<file path="src/rtl/bus_pkg.sv">
// Shared types and helpers for the bus packer: field ordering and placement math.
package bus_pkg;

  typedef enum logic {ORD_LSB, ORD_MSB} order_t;

  function automatic int unsigned out_width(input int unsigned in_w, input int unsigned n);
    return in_w * n;
  endfunction

  function automatic int unsigned cnt_width(input int unsigned n);
    return $clog2(n + 1);
  endfunction

  // Bit offset of field idx within the packed word for the given order.
  function automatic int unsigned field_lsb(input int unsigned idx, input order_t order,
                                            input int unsigned n, input int unsigned w);
    return (order == ORD_MSB) ? (n - 1 - idx) * w : idx * w;
  endfunction

endpackage

</file>
<file path="src/rtl/bus_packer_if.sv">
// Narrow-in / wide-out streaming interface of the bus packer.
interface bus_packer_if #(
  parameter int unsigned IN_W     = 3,
  parameter int unsigned N_FIELDS = 3
);
  localparam int unsigned OUT_W = IN_W * N_FIELDS;
  localparam int unsigned CNT_W = $clog2(N_FIELDS + 1);

  logic [IN_W-1:0]  in_data;
  logic             in_valid;
  logic             in_ready;
  logic             msb_first;
  logic             flush;
  logic [OUT_W-1:0] out_data;
  logic [CNT_W-1:0] out_fields;
  logic             out_valid;
  logic             out_ready;

  modport master (
    output in_data, in_valid, msb_first, flush, out_ready,
    input  in_ready, out_data, out_fields, out_valid
  );

  modport slave (
    input  in_data, in_valid, msb_first, flush, out_ready,
    output in_ready, out_data, out_fields, out_valid
  );
endinterface

</file>
<file path="src/rtl/bus_out_reg.sv">
// Output holding register: keeps a packed word stable until the consumer takes it.
module bus_out_reg #(
  parameter int unsigned OUT_W = 9,
  parameter int unsigned CNT_W = 2
) (
  input  logic             clk,
  input  logic             reset,
  input  logic             load_i,
  input  logic [OUT_W-1:0] data_i,
  input  logic [CNT_W-1:0] fields_i,
  input  logic             out_ready_i,
  output logic [OUT_W-1:0] out_data_o,
  output logic [CNT_W-1:0] out_fields_o,
  output logic             out_valid_o,
  output logic             out_free_o
);

  logic [OUT_W-1:0] data_q, data_d;
  logic [CNT_W-1:0] fields_q, fields_d;
  logic             valid_q, valid_d;

  always_ff @(posedge clk) begin
    if (reset) begin
      data_q   <= '0;
      fields_q <= '0;
      valid_q  <= 1'b0;
    end else begin
      data_q   <= data_d;
      fields_q <= fields_d;
      valid_q  <= valid_d;
    end
  end

  // A load wins over the drain so back-to-back words keep valid high.
  always_comb begin
    data_d   = data_q;
    fields_d = fields_q;
    valid_d  = valid_q;
    if (load_i) begin
      data_d   = data_i;
      fields_d = fields_i;
      valid_d  = 1'b1;
    end else if (out_ready_i) begin
      valid_d  = 1'b0;
    end
  end

  assign out_data_o   = data_q;
  assign out_fields_o = fields_q;
  assign out_valid_o  = valid_q;
  assign out_free_o   = !valid_q || out_ready_i;

endmodule

</file>
<file path="src/rtl/bus_packer.sv">
// Streaming packer: gathers N_FIELDS narrow fields into one wide word, LSB- or MSB-first,
// with a flush that emits a zero-filled partial word tagged by its field count.
module bus_packer
  import bus_pkg::*;
#(
  parameter int unsigned IN_W     = 3,
  parameter int unsigned N_FIELDS = 3
) (
  input logic         clk,
  input logic         reset,
  bus_packer_if.slave bus_io
);

  localparam int unsigned OUT_W = out_width(IN_W, N_FIELDS);
  localparam int unsigned CNT_W = cnt_width(N_FIELDS);
  localparam logic [CNT_W-1:0] LastCnt = CNT_W'(N_FIELDS - 1);
  localparam logic [CNT_W-1:0] FullCnt = CNT_W'(N_FIELDS);

  typedef enum logic [0:0] {StFill, StFlush} state_e;

  state_e           state_q, state_d;
  logic [OUT_W-1:0] acc_q, acc_d;
  logic [CNT_W-1:0] count_q, count_d;
  order_t           order_q, order_d;

  logic             out_free;
  logic             in_ready;
  logic             accept;
  logic             is_last;
  logic             load;
  order_t           order_eff;
  logic [OUT_W-1:0] acc_ins;
  logic [OUT_W-1:0] load_data;
  logic [CNT_W-1:0] load_fields;

  assign is_last = (count_q == LastCnt);
  assign accept  = bus_io.in_valid && in_ready;

  // The order is taken live from msb_first on a word's first field, latched thereafter.
  assign order_eff = (count_q == '0) ? (bus_io.msb_first ? ORD_MSB : ORD_LSB) : order_q;
  assign acc_ins   = acc_q |
                     (OUT_W'(bus_io.in_data) << field_lsb(32'(count_q), order_eff,
                                                          N_FIELDS, IN_W));

  always_ff @(posedge clk) begin
    if (reset) begin
      state_q <= StFill;
      acc_q   <= '0;
      count_q <= '0;
      order_q <= ORD_LSB;
    end else begin
      state_q <= state_d;
      acc_q   <= acc_d;
      count_q <= count_d;
      order_q <= order_d;
    end
  end

  always_comb begin
    state_d = state_q;
    acc_d   = acc_q;
    count_d = count_q;
    order_d = order_q;
    unique case (state_q)
      StFill: begin
        if (accept) begin
          if (count_q == '0) order_d = order_eff;
          if (is_last) begin
            // Completed word goes straight to the output register; a same-cycle flush is moot.
            acc_d   = '0;
            count_d = '0;
          end else begin
            acc_d   = acc_ins;
            count_d = count_q + CNT_W'(1);
            if (bus_io.flush) state_d = StFlush;
          end
        end else if (bus_io.flush && (count_q != '0)) begin
          state_d = StFlush;
        end
      end
      StFlush: begin
        if (out_free) begin
          acc_d   = '0;
          count_d = '0;
          state_d = StFill;
        end
      end
      default: state_d = StFill;
    endcase
  end

  always_comb begin
    in_ready    = 1'b0;
    load        = 1'b0;
    load_data   = acc_q;
    load_fields = count_q;
    unique case (state_q)
      StFill: begin
        in_ready    = !(is_last && !out_free);
        load        = bus_io.in_valid && in_ready && is_last;
        load_data   = acc_ins;
        load_fields = FullCnt;
      end
      StFlush: begin
        load = out_free;
      end
      default: ;
    endcase
  end

  assign bus_io.in_ready = in_ready;

  bus_out_reg #(
    .OUT_W(OUT_W),
    .CNT_W(CNT_W)
  ) u_out_reg (
    .clk          (clk),
    .reset        (reset),
    .load_i       (load),
    .data_i       (load_data),
    .fields_i     (load_fields),
    .out_ready_i  (bus_io.out_ready),
    .out_data_o   (bus_io.out_data),
    .out_fields_o (bus_io.out_fields),
    .out_valid_o  (bus_io.out_valid),
    .out_free_o   (out_free)
  );

endmodule

</file>
<file path="src/flat_wrapper.sv">
// flat-port wrapper written by rule: the top's interface ports become plain ports
module bus_packer_flat import bus_pkg::*;
#(
  parameter int unsigned IN_W     = 3,
  parameter int unsigned N_FIELDS = 3
)
  (clk, reset, bus_io_in_data, bus_io_in_valid, bus_io_msb_first, bus_io_flush, bus_io_out_ready, bus_io_in_ready, bus_io_out_data, bus_io_out_fields, bus_io_out_valid);
  bus_packer_if #(.IN_W(IN_W), .N_FIELDS(N_FIELDS)) bus_io_i ();
  input logic clk;
  input logic reset;
  input wire logic [$bits(bus_io_i.in_data)-1:0] bus_io_in_data;
  input wire logic [$bits(bus_io_i.in_valid)-1:0] bus_io_in_valid;
  input wire logic [$bits(bus_io_i.msb_first)-1:0] bus_io_msb_first;
  input wire logic [$bits(bus_io_i.flush)-1:0] bus_io_flush;
  input wire logic [$bits(bus_io_i.out_ready)-1:0] bus_io_out_ready;
  output wire logic [$bits(bus_io_i.in_ready)-1:0] bus_io_in_ready;
  output wire logic [$bits(bus_io_i.out_data)-1:0] bus_io_out_data;
  output wire logic [$bits(bus_io_i.out_fields)-1:0] bus_io_out_fields;
  output wire logic [$bits(bus_io_i.out_valid)-1:0] bus_io_out_valid;
  assign bus_io_i.in_data = bus_io_in_data;
  assign bus_io_i.in_valid = bus_io_in_valid;
  assign bus_io_i.msb_first = bus_io_msb_first;
  assign bus_io_i.flush = bus_io_flush;
  assign bus_io_i.out_ready = bus_io_out_ready;
  assign bus_io_in_ready = bus_io_i.in_ready;
  assign bus_io_out_data = bus_io_i.out_data;
  assign bus_io_out_fields = bus_io_i.out_fields;
  assign bus_io_out_valid = bus_io_i.out_valid;
  bus_packer #(.IN_W(IN_W), .N_FIELDS(N_FIELDS)) u_core (.clk(clk), .reset(reset), .bus_io(bus_io_i));
endmodule
</file>
<file path="config.mk">
export PLATFORM = sky130hd
export DESIGN_NAME = bus_packer_flat
export DESIGN_NICKNAME = d
export VERILOG_FILES = /design/src/rtl/bus_pkg.sv /design/src/rtl/bus_packer_if.sv /design/src/rtl/bus_out_reg.sv /design/src/rtl/bus_packer.sv /design/src/flat_wrapper.sv
export SDC_FILE = /design/constraint.sdc
export NUM_CORES = 1
export LEC_CHECK = 0
export BUFFER_PORTS_ARGS = -buffer_cell sky130_fd_sc_hd__clkbuf_2
export CORE_ASPECT_RATIO = 1.2
export CORE_MARGIN = 5
export CORE_UTILIZATION = 59
export CTS_CLUSTER_DIAMETER = 40
export DETAILED_ROUTE_END_ITERATION = 7
export PLACE_DENSITY = 0.89
export SYNTH_ARGS = -nofsm -noshare
export SYNTH_HDL_FRONTEND = slang
export SYNTH_SLANG_ARGS = --single-unit
</file>
<file path="constraint.sdc">
create_clock -name clk -period 4.6 [get_ports clk]
set_input_delay 0.92 -clock clk [delete_from_list [all_inputs] [get_ports clk]]
set_output_delay 0.92 -clock clk [all_outputs]
set_load 0.05 [all_outputs]
</file>
* Word-level counts from Yosys, hierarchy flattened
Index checks and enable logic that the tools add are counted.
** Operators by class
- Add/sub/neg operators :: 2
- $mul :: 2
- Equality and inequality tests :: 3
- Shift operators :: 1
- Mux-type cells :: 23
- Bitwise gates (word level) :: 2
- Reductions and logical operators :: 14
** Operators by type and width (number)
- 9-bit 2-to-1 mux :: 4
- 32-bit by 2-bit multiplier with 32-bit output (second input constant) :: 1
- 32-bit 2-to-1 mux :: 1
- 3-bit by 32-bit left shift with 9-bit output :: 1
- 9-bit case mux with 2 select lines :: 1
- 1-bit 2-to-1 mux :: 10
- 9-bit bitwise OR :: 1
- 2-bit 2-to-1 mux :: 4
- 1-bit logical AND :: 5
- 2-bit by 2-bit multiplier with 4-bit output (second input constant) :: 1
- 1-bit case mux with 2 select lines :: 2
- 2-bit case mux with 2 select lines :: 1
- 2-bit nonzero test :: 2
- 1-bit logical NOT :: 3
- 3-bit AND reduction :: 1
- 2-bit by 2-bit subtractor with 3-bit output (first input constant) :: 1
- 2-bit by 1-bit adder with 2-bit output (second input constant) :: 1
- 2-bit equality test (second input constant) :: 1
- 2-bit logical NOT :: 1
- 2-bit by 1-bit != test with 1-bit output (second input constant) :: 1
- 2-bit != test (second input constant) :: 1
- 2-bit AND reduction :: 1
- 1-bit logical OR :: 1
- 1-bit NOT :: 1
** Storage, ports and cells
- Bits in registers :: 25
- Input bits :: 9
- Output and inout port bits :: 13
- Word-level logic and storage cells :: 54

* Logic depth before layout (Yosys ltp)
- Depth after elaboration :: 9
- Depth in mapped cells :: 8
- Gate-level depth less buffers :: 6

* Modules after synthesis
From an unflattened synthesis, not the netlist that was laid out.
** Unflattened totals
- Cell total of the unflattened synthesis :: 175
- Area, all modules :: 1539.0 um2
** By module, submodules not included
- bus_packer :: instances 1, cells an instance 136, area each 1116.1 um2, seq. area each 260.2 um2
- bus_out_reg :: instances 1, cells an instance 39, area each 422.9 um2, seq. area each 240.2 um2

* Worst setup path after synthesis
Ideal clock, no wire load.
- Path type :: reg-to-output
- Start :: reg u_core.count_q[0]
- End :: out bus_io_in_ready
- Arrival :: 1.844 ns
- Data required time :: 3.680 ns
- Setup slack :: 1.836 ns
- Stages on the path, launching flop included :: 5
- Path buffers :: 1
- Path through :: dfxtp_1 -> clkbuf_1 -> inv_1 -> ha_1 -> a21oi_1
** On the way
- Longest elaborated chain between the ends :: 4
** RTL lines
- from (decl) :: line bus_packer.sv:23 : logic [CNT_W-1:0] count_q, count_d;
- from (signal assigned) :: line bus_packer.sv:54 : count_q <= count_d;
- 2-bit equality test :: line bus_packer.sv:36 : assign is_last = (count_q == LastCnt);
- 1-bit logical AND :: line bus_packer.sv:99 : in_ready = !(is_last && !out_free);
- 1-bit logical NOT :: line bus_packer.sv:99
- 1-bit 2-to-1 mux :: line bus_packer.sv:97 : unique case (state_q)
- to (decl) :: line flat_wrapper.sv:16 : output wire logic [$bits(bus_io_i.in_ready)-1:0] bus_io_in_ready;
No other way between the ends.

* Final worst setup path
Ends and elaborated chain as after synthesis.

==> results.cfg <==
[run_status]
status = finished, final reports clean

[run]
maxCapViolCount = 0

[pwr]
seqPwrFrac_pct = 47.3
peakVddDrop_v = 0.000233
p_comb_share_pct = 32.6
clkPwrFrac_pct = 20.1
power_density_nw_per_um2 = 344
power_leakage_nw = 0.612
power.total_mw = 0.530
switching_share_pct = 38.5
p_int_mw = 0.326
power_switching_mw = 0.204

[global_route]
overflow = 0
track_usage_pct = 21.6
grt_pass1_wl_um = 5640
grt_max_degree = 20
grt_pass1_vias = 1231
antenna_found_initial = 0

[synthesis]
synth_area_leaders = dfxtp_1 (36%), mux2i_1 (6.4%), ha_1 (5.4%)
yosysMostFrequentCell = dfxtp_1
syn_area_um2 = 1400
synth-edff-count = 0
synthCells = 160
yosysTopAreaCellShare_pct = 35.8
ys_seq_area_share_pct = 35.8
synthArstFlopShare_pct = 0
synth_top_cell_by_area = dfxtp_1
syn_nets = 175
synth_commonest_cells = dfxtp_1 (25), nand2_1 (13), inv_1 (9), mux2i_1 (9), nand3_1 (9)
ys_types = 47
synthFlopType = dfxtp_1
avgSynthCellArea_um2 = 8.74
synth_warnings = 0
ys_ff_latch = 25

[finish]
fin_util_pct = 67.4
fillers = 201
nets = 193
antenna_cells = 0
area_delta_synth_final_pct = 10.0
drive_gt1_share_pct = 18.6
final_area_um2 = 1540

[floorplanning]
start_util_pct = 61.3
dieWidth_um = 54.5
core_um2 = 2280
dieArea_um2 = 3450
rows = 19
die_h_um = 63.3
io-pin-count = 22

[setup_path]
crit_type = reg2out
worst-path-buf-inv = 2
crit_fanout = 15
r2r_cells = 6
startpoint_type = flop
slowest_delay_ps = 630
slowest_stage = dfxtp_1
arrival_ps = 1930
endpoint = bus_io_in_ready
cp.depth = 4
end_kind = output pin
r2r_slack_ps = 2040
rr_startpoint = u_core.count_q[0]
required_ps = 3680
crit_chain = inv_1 > ha_1 > a21oi_1 > clkbuf_2
r2r_end = u_core.u_out_reg.out_data_o[0]
crit_family = flip-flops
critPathLaunch = u_core.count_q[0]

[clocking]
clk_pin_slew_ps = 150
htreeDepth = 1
cts_setup_buffers = 0
cts_buffer_depth = 2
cts_tree = done
cts_buffers = 3
clkLatencyLatePin_ps = 340
clock_sinks = 25
root_buffer = clkbuf_4
cts_resized = 0
postCtsHoldBufs = 0

[timing]
hold_slack_ps = 466
grt_setup_unrepaired = false
slew_viol_final = 0
setup_viol = 0
final.setup.tns_ps = 0
fin_skew_ps = 9.21
slew-limit-headroom_pct = 48.6
final.min_clock_period_ps = 2850
fmax_ghz = 0.350
fin_crit_sh_pct = 62.1
tightest_slew_ps = 771
hold_violations = 0

[min_path]
worstHoldPathType = reg2reg

[detailed_routing]
ant_nets = 0
vias = 1277
drtIter0Drc = 31
via_per_inst = 6.14
wl_per_cell_um = 15.7
first_pass_iters = 4
drc = 0
wirelength_um = 3270

[placement]
place_congestion = 0.849
place_area_um2 = 1510
io_buffer_count = 21
dp_hpwl_um = 2440
## final cells by class
class	count	area [um2]	share of cell area, %
tap	31	38.8	2.52
multi-input combinational	118	831	54.0
timing repair buffer	21	105	6.83
clock inverter	1	7.51	0.488
inverter	9	33.8	2.20
sequential	25	500	32.5
clock buffer	3	22.5	1.46
## worst min path at each step
stage	cells after the start	from	to	slack, ps
finish	2	u_core.acc_q[0]	u_core.acc_q[0]	470
global route	2	u_core.acc_q[0]	u_core.acc_q[0]	500
CTS	2	u_core.acc_q[0]	u_core.acc_q[0]	470
detailed placement	2	u_core.acc_q[0]	u_core.acc_q[0]	450
global placement	2	u_core.acc_q[0]	u_core.acc_q[0]	440
floorplan	2	u_core.acc_q[2]	u_core.acc_q[2]	420
## worst reg2reg max path, stage by stage, from the launching register on
cell,delay (ps)
dfxtp_1,630
inv_1,220
ha_1,320
mux2i_4,440
xnor2_1,180
or4b_1,560
o22ai_1,160
## flip-flops by register name, indices dropped and copies added (netlist names)
register                       flops
u_core.u_out_reg.out_data_o        9
u_core.acc_q                       9
u_core.u_out_reg.out_valid_o       1
u_core.u_out_reg.out_fields_o      2
u_core.count_q                     2
u_core.order_q                     1
u_core.state_q                     1
## layout by cell type (no fill, tap or decap), types with 2 or more instances in the layout
cell type / synthesis / layout
o21ai_0: 8 / 8
ha_1: 6 / 6
a21boi_0: 2 / 2
nand2_1: 13 / 13
mux2_2: 3 / 3
nand3b_1: 3 / 3
and3_1: 2 / 2
nor2b_1: 5 / 5
a32oi_1: 2 / 2
dfxtp_1: 25 / 25
o211ai_1: 2 / 2
inv_1: 9 / 9
mux2i_1: 9 / 9
nand3_1: 9 / 9
o22ai_1: 5 / 5
o221a_2: 2 / 2
clkbuf_2: 0 / 21
clkbuf_4: 0 / 3
a311oi_1: 2 / 2
nor2_1: 8 / 8
a22o_1: 2 / 2
a21oi_1: 8 / 8
nand2b_1: 2 / 2
nor3_1: 3 / 3
## stage by stage
stage | std cells | setup WS, ps
detailed placement | 204 | 2060
global route | 208 | 1640
global placement | 204 | 2090
CTS | 208 | 1770
finish | 208 | 1750
floorplan | 160 | 1840
## cell families after synthesis
family                     count (synthesis)  share of synthesized area (%)
AOI/OAI and AO/OA                         46                           23.5
xor gates and xnor gates                   1                          0.626
adders and majority gates                  6                           5.37
buffers and inverters                     17                           4.83
DFF                                       25                           35.8
muxes                                     13                           10.5
and+or+nand+nor                           52                           19.4
## metal layers
layer | share of wire, % | global-route usage (%)
met5 | 0 | 0
met2 | 51 | 34.7
met3 | 4.5 | 4.25
met4 | 2.9 | 9.66
met1 | 41 | 26.7
## power groups by stage
| stage | Sequential (mW) | Combinational [mW] | Clock, mW |
|---|---|---|---|
| detailed placement | 0.255 | 0.172 | 0 |
| finish | 0.250 | 0.173 | 0.107 |
| global route | 0.253 | 0.189 | 0.118 |
| global placement | 0.254 | 0.167 | 0 |
| CTS | 0.250 | 0.173 | 0.106 |
| floorplan | 0.279 | 0.110 | 0 |
(Power assumes the default switching activity.)
